==> src/rtl/ahb_apb_pkg.sv <==
// Shared encodings and FSM state type for the AHB-Lite to APB bridge.
// Also provides the slave-index width helper used by decoder and top.
package ahb_apb_pkg;

  localparam logic [1:0] HTRANS_IDLE   = 2'b00;
  localparam logic [1:0] HTRANS_BUSY   = 2'b01;
  localparam logic [1:0] HTRANS_NONSEQ = 2'b10;
  localparam logic [1:0] HTRANS_SEQ    = 2'b11;

  localparam logic [1:0] HRESP_OKAY  = 2'b00;
  localparam logic [1:0] HRESP_ERROR = 2'b01;

  typedef enum logic [2:0] {
    ST_IDLE,
    ST_WDATA,
    ST_SETUP,
    ST_ACCESS,
    ST_ERR1,
    ST_ERR2
  } state_t;

  function automatic int idx_width(input int n);
    return (n > 1) ? $clog2(n) : 1;
  endfunction

endpackage

==> src/rtl/apb_addr_decode.sv <==
// Combinational window decoder: addr -> {hit, idx}.
// Ports: addr in; hit (inside window and idx valid), idx (slave index) out.
module apb_addr_decode #(
  parameter int ADDR_W     = 32,
  parameter int NUM_SLAVES = 3,
  parameter int SLV_AW     = 12,
  parameter int IDX_W      = 2,
  parameter logic [ADDR_W-1:0] BASE_ADDR = ADDR_W'(32'h8000_0000)
) (
  input  logic [ADDR_W-1:0] addr,
  output logic              hit,
  output logic [IDX_W-1:0]  idx
);

  localparam int TAG_LSB = SLV_AW + IDX_W;

  logic tag_ok;
  logic idx_ok;
  logic unused_low;

  assign idx    = addr[SLV_AW +: IDX_W];
  assign tag_ok = addr[ADDR_W-1:TAG_LSB]
               == BASE_ADDR[ADDR_W-1:TAG_LSB];
  // idx can exceed NUM_SLAVES-1 when the count is not a power of two
  assign idx_ok = 32'(idx) < 32'(NUM_SLAVES);
  assign hit    = tag_ok & idx_ok;

  assign unused_low = ^addr[SLV_AW-1:0];

endmodule

==> src/rtl/ahb_apb_bridge_mslv.sv <==
// AHB-Lite to APB bridge for NUM_SLAVES slaves with PREADY waits,
// PSLVERR/decode-miss/timeout mapped to the two-cycle AHB ERROR.
// Ports: AHB slave side (HSEL..HRDATA), APB master side
// (PADDR..PSLVERR, one PSELx bit per slave), err_cnt error counter.
module ahb_apb_bridge_mslv #(
  parameter int ADDR_W     = 32,
  parameter int DATA_W     = 32,
  parameter int NUM_SLAVES = 3,
  parameter int SLV_AW     = 12,
  parameter logic [ADDR_W-1:0] BASE_ADDR = ADDR_W'(32'h8000_0000),
  parameter int TIMEOUT    = 16
) (
  input  logic                         HCLK,
  input  logic                         HRESETn,
  input  logic                         HSEL,
  input  logic [ADDR_W-1:0]            HADDR,
  input  logic [1:0]                   HTRANS,
  input  logic                         HWRITE,
  input  logic [DATA_W-1:0]            HWDATA,
  input  logic                         HREADYin,
  output logic                         HREADYout,
  output logic [1:0]                   HRESP,
  output logic [DATA_W-1:0]            HRDATA,
  output logic [ADDR_W-1:0]            PADDR,
  output logic [DATA_W-1:0]            PWDATA,
  output logic                         PWRITE,
  output logic                         PENABLE,
  output logic [NUM_SLAVES-1:0]        PSELx,
  input  logic [NUM_SLAVES*DATA_W-1:0] PRDATA,
  input  logic [NUM_SLAVES-1:0]        PREADY,
  input  logic [NUM_SLAVES-1:0]        PSLVERR,
  output logic [7:0]                   err_cnt
);

  import ahb_apb_pkg::*;

  localparam int IDX_W = idx_width(NUM_SLAVES);
  localparam int CNT_W =
    (TIMEOUT > 0) ? $clog2(TIMEOUT + 1) : 1;

  state_t            state;
  logic [IDX_W-1:0]  idx_q;
  logic [CNT_W-1:0]  wcnt;

  logic              hit;
  logic [IDX_W-1:0]  dec_idx;
  logic              valid;
  logic              sel_ready;
  logic              sel_err;
  logic [DATA_W-1:0] sel_rdata;
  logic              timed_out;
  logic              unused_trans;

  apb_addr_decode #(
    .ADDR_W     (ADDR_W),
    .NUM_SLAVES (NUM_SLAVES),
    .SLV_AW     (SLV_AW),
    .IDX_W      (IDX_W),
    .BASE_ADDR  (BASE_ADDR)
  ) u_dec (
    .addr (HADDR),
    .hit  (hit),
    .idx  (dec_idx)
  );

  assign valid        = HSEL & HREADYin & HTRANS[1];
  assign unused_trans = HTRANS[0];
  assign timed_out    = (TIMEOUT != 0)
                     && (wcnt == CNT_W'(TIMEOUT));

  always_comb begin
    sel_ready = 1'b0;
    sel_err   = 1'b0;
    sel_rdata = '0;
    for (int k = 0; k < NUM_SLAVES; k++) begin
      if (idx_q == IDX_W'(k)) begin
        sel_ready = PREADY[k];
        sel_err   = PSLVERR[k];
        sel_rdata = PRDATA[k*DATA_W +: DATA_W];
      end
    end
  end

  function automatic logic [NUM_SLAVES-1:0] onehot(
    input logic [IDX_W-1:0] i
  );
    return NUM_SLAVES'(1) << i;
  endfunction

  always_ff @(posedge HCLK or negedge HRESETn) begin
    if (!HRESETn) begin
      state     <= ST_IDLE;
      idx_q     <= '0;
      wcnt      <= '0;
      HREADYout <= 1'b1;
      HRESP     <= HRESP_OKAY;
      HRDATA    <= '0;
      PADDR     <= '0;
      PWDATA    <= '0;
      PWRITE    <= 1'b0;
      PENABLE   <= 1'b0;
      PSELx     <= '0;
      err_cnt   <= '0;
    end else begin
      unique case (state)
        // ERR2 is the last error cycle and samples like IDLE
        ST_IDLE, ST_ERR2: begin
          HREADYout <= 1'b1;
          HRESP     <= HRESP_OKAY;
          state     <= ST_IDLE;
          if (valid) begin
            PADDR     <= HADDR;
            PWRITE    <= HWRITE;
            idx_q     <= dec_idx;
            HREADYout <= 1'b0;
            if (!hit) begin
              state <= ST_ERR1;
              HRESP <= HRESP_ERROR;
            end else if (HWRITE) begin
              state <= ST_WDATA;
            end else begin
              state <= ST_SETUP;
              PSELx <= onehot(dec_idx);
            end
          end
        end
        ST_WDATA: begin
          PWDATA <= HWDATA;
          PSELx  <= onehot(idx_q);
          state  <= ST_SETUP;
        end
        ST_SETUP: begin
          PENABLE <= 1'b1;
          state   <= ST_ACCESS;
        end
        ST_ACCESS: begin
          if (sel_ready || timed_out) begin
            PSELx   <= '0;
            PENABLE <= 1'b0;
            wcnt    <= '0;
            if (sel_ready && !sel_err) begin
              state     <= ST_IDLE;
              HREADYout <= 1'b1;
              if (!PWRITE) HRDATA <= sel_rdata;
            end else begin
              state <= ST_ERR1;
              HRESP <= HRESP_ERROR;
            end
          end else begin
            wcnt <= wcnt + CNT_W'(1);
          end
        end
        ST_ERR1: begin
          HREADYout <= 1'b1;
          state     <= ST_ERR2;
          if (err_cnt != 8'hFF) err_cnt <= err_cnt + 8'd1;
        end
        default: begin
          state     <= ST_IDLE;
          HREADYout <= 1'b1;
          HRESP     <= HRESP_OKAY;
          PSELx     <= '0;
          PENABLE   <= 1'b0;
        end
      endcase
    end
  end

endmodule
==> config.mk <==
export PLATFORM = sky130hd
export DESIGN_NAME = ahb_apb_bridge_mslv
export DESIGN_NICKNAME = d
export VERILOG_FILES = /design/src/rtl/ahb_apb_pkg.sv /design/src/rtl/apb_addr_decode.sv /design/src/rtl/ahb_apb_bridge_mslv.sv
export SDC_FILE = /design/constraint.sdc
export NUM_CORES = 1
export LEC_CHECK = 0
export CORE_ASPECT_RATIO = 1.4
export CORE_MARGIN = 5
export CORE_UTILIZATION = 35
export CTS_CLUSTER_DIAMETER = 80
export DETAILED_ROUTE_END_ITERATION = 10
export PLACE_DENSITY = 0.72
export SLEW_MARGIN = 20
export SYNTH_ARGS = -nofsm -noshare
export SYNTH_HDL_FRONTEND = slang
export SYNTH_SLANG_ARGS = --single-unit
==> constraint.sdc <==
create_clock -name HCLK -period 2.4 [get_ports HCLK]
set_input_delay 0.48 -clock HCLK [delete_from_list [all_inputs] [get_ports HCLK]]
set_output_delay 0.48 -clock HCLK [all_outputs]
set_load 0.01 [all_outputs]
== After elaboration in Yosys (flattened, before gate mapping) ==
Index checks and enable logic that the tools add are counted.

* Bits in registers: 122
* Output and inout port bits: 112

* Add/subtract/negate cells: 2
* $lt $le $gt $ge: 1
* Equal/unequal tests: 16
* Shifts and indexed selects: 2
* Multiplexer cells: 32
* Bitwise logic cells: 8
* Reduce and logical (&&, ||, !) cells: 17

{| class="wikitable"
|+ Operators with widths
! kind !! count
|-
| $mux 32 || 3
|-
| $mux 3 || 8
|-
| $eq 18x18->1 const B || 1
|-
| $pmux 3 s5 || 1
|-
| $mux 1 || 12
|-
| $ne 2x2->1 const B || 6
|-
| $pmux 3 s4 || 1
|-
| $add 8x1->8 const B || 1
|-
| $ne 8x8->1 const B || 1
|-
| $eq 3x2->1 const B || 2
|-
| $eq 3x3->1 const B || 2
|-
| $mux 2 || 3
|-
| $pmux 1 s3 || 2
|-
| $pmux 2 s3 || 1
|-
| $reduce_and 2->1 || 3
|-
| $reduce_and 3->1 || 2
|-
| $reduce_or 2->1 || 3
|-
| $shl 1x2->3 const A || 2
|-
| $add 5x1->5 const B || 1
|-
| $eq 5x5->1 const B || 1
|-
| $mux 5 || 1
|-
| $not 1->1 || 5
|-
| $reduce_and 5->1 || 1
|-
| $reduce_and 4->1 || 1
|-
| 12 further kinds || 14
|}

== Depth between registers and ports, before layout ==
* Depth in word-level cells: 9
* Mapped depth: 9
* Gate-level depth less buffers: 7

== Hierarchy ==
A second synthesis with hierarchy kept.

* Cells, all modules: 461
* Area, all modules: 5734.2 µm²

{| class="wikitable"
|+ By module, submodules not included
! module !! instances !! cells each !! area an instance (µm²) !! seq. area each (µm²)
|-
| ahb_apb_bridge_mslv || 1 || 453 || 5672.9 || 3029.2
|-
| apb_addr_decode || 1 || 8 || 61.3 || 0.0
|}

== Least setup slack after synthesis ==
Ideal clock, no wire load.

* Path type: input-to-reg
* Start point: input HADDR[16]
* End point: register PSELx[0]
* Library setup time: 0.125 ns
* Arrival: 1.887 ns
* Required time: 2.275 ns
* Slack: 0.388 ns
* Stages on the path: 5
* Path buffers: 0
* Cell sequence: nor4_1 -> nand2_1 -> or4_1 -> a21oi_2 -> mux2_4

* Cells in the longest elaborated chain, start to end: 4

{| class="wikitable"
|+ Ends and longest elaborated chain
! element !! line !! source
|-
| start, declared || ahb_apb_bridge_mslv.sv:16 || <nowiki>input logic [ADDR_W-1:0] HADDR,</nowiki>
|-
| $eq 18x18->1 || apb_addr_decode.sv:23 || <nowiki>== BASE_ADDR[ADDR_W-1:TAG_LSB];</nowiki>
|-
| $and 1x1->1 || apb_addr_decode.sv:26 || <nowiki>assign hit = tag_ok & idx_ok;</nowiki>
|-
| $ne 2x2->1 (no source line) || -- ||
|-
| $reduce_and 5->1 (no source line) || -- ||
|-
| end signal, assigned || ahb_apb_bridge_mslv.sv:123 || <nowiki>PSELx <= onehot(dec_idx);</nowiki>
|-
| end signal, assigned || ahb_apb_bridge_mslv.sv:129 || <nowiki>PSELx <= onehot(idx_q);</nowiki>
|-
| end, declared || ahb_apb_bridge_mslv.sv:28 || <nowiki>output logic [NUM_SLAVES-1:0] PSELx,</nowiki>
|}

Every way passes these cells.
A chain may end at the register's enable or synchronous reset.

== Worst setup path in the final report ==
* Start point: register PADDR[13]
* End point: output PADDR[13]

{| class="wikitable"
|+ RTL lines
! element !! line !! source
|-
| start, declared || ahb_apb_bridge_mslv.sv:24 || <nowiki>output logic [ADDR_W-1:0] PADDR,</nowiki>
|-
| start signal, assigned || ahb_apb_bridge_mslv.sv:98 || <nowiki>PADDR <= '0;</nowiki>
|-
| start signal, assigned || ahb_apb_bridge_mslv.sv:112 || <nowiki>PADDR <= HADDR;</nowiki>
|}

No word-level cell between the ends.

==> results.sh <==
export IMPL_status="finished clean"
export IMPL_antenna_found_initial=0
export IMPL_grt_use_total_pct=19.0
export IMPL_p_per_area_mw_per_mm2=1180
export IMPL_min_period_over_period_pct=95.8
export IMPL_grt_use_met1_pct=20.2
export IMPL_dp_hpwl_mm=13.9
export IMPL_syn2layout_area_growth_pct=68.3
export IMPL_cts_made_buffers=17
export IMPL_hold_path_class="flip-flop to flip-flop"
export IMPL_synth_top_area_share_pct=53.9
export IMPL_core_area_mm2=0.0155
export IMPL_preCtsSetupSlack_ns=-0.266
export IMPL_postLayoutCoreUtil_pct=59.5
export IMPL_cts_resized=0
export IMPL_cp_start_kind="flip-flop"
export IMPL_slew_viol_final=0
export IMPL_setup_worst_path_end="PADDR[13]"
export IMPL_grtUsageMet3_pct=5.12
export IMPL_startpoint="PADDR[13]$_DFFE_PN0P_"
export IMPL_multi_input_area_mm2=0.00231
export IMPL_start_util_pct=35.4
export IMPL_insertion_delay_ns=0.40
export IMPL_cts_root_buf="clkbuf_16"
export IMPL_dieWidth_um=116
export IMPL_grt_max_degree=65
export IMPL_p_leak_nw=3.91
export IMPL_cts_hold_buf=1
export IMPL_vias=4805
export IMPL_grtUsageMet2_pct=35.7
export IMPL_yosys_register_bits=119
export IMPL_routedWlPerCell_um=17.8
export IMPL_finalWorstSetupSlack_ns=0.100
export IMPL_cp_num_buf_inv=2
export IMPL_reg2reg_from="state[0]$_DFFE_PN0P_"
export IMPL_r2r_cells=6
export IMPL_grt_pass1_vias=5199
export IMPL_path_depth=2
export IMPL_ios=285
export IMPL_worstSetupEndpointType="primary output"
export IMPL_routed_via_density=4.82
export IMPL_fin_cells=997
export IMPL_max_clock_freq_ghz=0.435
export IMPL_cpPeakStageDelay_ns=0.62
export IMPL_grt_pass1_wl_mm=27.1
export IMPL_ant_nets=0
export IMPL_synth_ff_type="dfrtp_1"
export IMPL_crit_chain="buf_4, clkdlybuf4s50_1"
export IMPL_hold_slack_ns=0.484
export IMPL_setup_viol=0
export IMPL_r2r_slack_ns=0.39
export IMPL_busiest_layer="met2"
export IMPL_synthTopCellsByArea="dfrtp_1 54%, mux2_2 7.4%, mux2i_1 6.0%, mux2_1 5.6%, nand2_1 3.4%"
export IMPL_synth_largest_area_cell="dfrtp_1"
export IMPL_cts_tree="done"
export IMPL_die_height_um=158
export IMPL_synthesis_area_mm2=0.00548
export IMPL_synth_yosys_seq_area_share_pct=54.4
export IMPL_r2r_end="HRDATA[23]$_DFFE_PN0P_"
export IMPL_synth_cell_types=48
export IMPL_finClkSkew_ns=0.00892
export IMPL_vdd_ir_drop_worst_mv=0.654
export IMPL_htree_levels=4
export IMPL_postSynthCellCount=489
export IMPL_register_area_mm2=0.00298
export IMPL_clk_pin_slew_ns=0.06
export IMPL_die_area_mm2=0.0183
export IMPL_cp_top_family="buffers and inverters"
export IMPL_clkSinkCount=119
export IMPL_ys_warnings_count=0
export IMPL_cp_required_ns=1.92
export IMPL_diodes=0
export IMPL_period_needed_ns=2.30
export IMPL_synth_edf_count=0
export IMPL_drt_total_wl_mm=17.8
export IMPL_rows=54
export IMPL_overflow=0
export IMPL_drtIter0Drc=181
export IMPL_async_flop_share_pct=100
export IMPL_post_cts_setup_buffers=0
export IMPL_postSynthAreaPerCell_um2=11.2
export IMPL_rsz0062_at_grt="no"
export IMPL_slowest_stage="clkdlybuf4s50_1"
export IMPL_first_pass_iters=5
export IMPL_io_buffers=282
export IMPL_gp_congestion=0.849
export IMPL_critPathArrivalTime_ns=1.82
export IMPL_nets=964
export IMPL_ctsLongestPathBuffers=2
export IMPL_fill_cells=1314
export IMPL_critPathMaxFanout=33
export IMPL_post_place_cells=964
export IMPL_worstSetupPathType="flip-flop to primary output"
export IMPL_tns_ns=0
export IMPL_finalHoldViolCount=0
export IMPL_drive_gt1_share_pct=13.5
export IMPL_synth_nets=665
export IMPL_maxCapViolCount=0
export IMPL_remaining_drc_errors=0
routing by layer:
layer  up-vias  routed length, um
met5         -                  0
met4         0                398
met3        26               1380
met2       178               9830
met1      2286               6170
li1       2315                  -
sequential cells by signal, indices dropped and copies added (netlist names):
signal	cells
HRDATA	32
PWDATA	32
PADDR	32
PENABLE	1
err_cnt	8
PSELx	3
HREADYout	1
HRESP	1
PWRITE	1
wcnt	5
state	3
worst min-delay path: stages (launching register included):
cell and delay (ns):
dfrtp_1 0.34, nand2_1 0.05, o21ai_1 0.06
kinds of logic (layout without fill, tap and decap cells):
kind of cell	after synthesis	count (layout)	share of synthesized area [%]
AND/OR/NAND/NOR	127	127	10.5
flip-flops	119	119	54.4
multiplexers	99	99	19.8
AO/OA/AOI/OAI	91	91	9.39
buffers and inverters	39	351	3.56
XOR/XNOR	10	10	1.60
adder cells (fa/ha/maj)	3	3	0.686
other	1	1	0.0685
report_power, final:
part,switching (mW),total [mW],internal [mW]
clock network,0.979,2.43,1.45
registers,0.518,3.40,2.88
logic,2.25,5.05,2.81
total,3.74,10.9,7.14
synth_stat cells (2+ instances only):
| library cell | n |
|---|---|
| or2_1 | 2 |
| buf_2 | 12 |
| nor4bb_1 | 2 |
| ha_1 | 3 |
| nand2b_1 | 2 |
| xnor2_1 | 7 |
| nand3_1 | 7 |
| nor3_1 | 3 |
| mux2_2 | 36 |
| dfrtp_1 | 118 |
| mux2_4 | 3 |
| clkbuf_1 | 11 |
| o32ai_1 | 2 |
| nor2b_1 | 2 |
| nor4_1 | 5 |
| inv_1 | 9 |
| xor2_1 | 3 |
| buf_4 | 5 |
| buf_6 | 2 |
| nand4_1 | 3 |
| nand2_1 | 50 |
| o22ai_1 | 2 |
| or3_1 | 2 |
| o21ai_1 | 35 |
| o221ai_1 | 2 |
| or4_1 | 2 |
| nor4b_1 | 2 |
| nor2_1 | 41 |
| mux2i_1 | 33 |
| o21ai_0 | 6 |
| a21oi_1 | 34 |
| mux2_1 | 27 |
stage by stage:
step	cell area [um2]	total power, mW
floorplan	5480	5.88
global placement	8630	8.34
detailed placement	8630	8.56
CTS	9210	11.0
global route	9210	11.6
finish	9210	10.9
worst min-delay path by stage:
stage / start / end / cells past startpoint
2_1_floorplan: HRESETn / HRDATA[0]$_DFFE_PN0P_ / 0
3_3_place_gp: HRESETn / HRDATA[7]$_DFFE_PN0P_ / 1
3_5_place_dp: HRESETn / HRDATA[7]$_DFFE_PN0P_ / 1
4_1_cts: PWDATA[7]$_DFFE_PN0P_ / PWDATA[7]$_DFFE_PN0P_ / 1
5_1_grt: PWDATA[7]$_DFFE_PN0P_ / PWDATA[7]$_DFFE_PN0P_ / 1
6_report: HRDATA[8]$_DFFE_PN0P_ / HRDATA[8]$_DFFE_PN0P_ / 2
cell type report:
cell class / instances / share of cell area (%)
sequential: 119 / 32.4
timing repair buffer: 310 / 33.3
clock inverter: 15 / 1.59
inverter: 9 / 0.367
tap: 196 / 2.66
multi-input combinational: 331 / 25.1
clock buffer: 17 / 4.62
cells in the final DEF, fill, tap and decap left out, types with 3 or more instances in the layout:
cell,n
mux2_2,36
nand4_1,3
mux2_1,27
buf_12,3
clkdlybuf4s50_1,281
clkinv_4,4
mux2_4,3
inv_1,9
mux2i_1,33
nand2_1,50
inv_6,3
clkinvlp_4,3
nor2_1,41
o21ai_1,35
a21oi_1,34
o21ai_0,6
nand3_1,7
nor4_1,5
buf_4,25
ha_1,3
clkbuf_16,17
nor3_1,3
xor2_1,3
dfrtp_1,117
xnor2_1,7
Power figures use the tool's default switching activity.
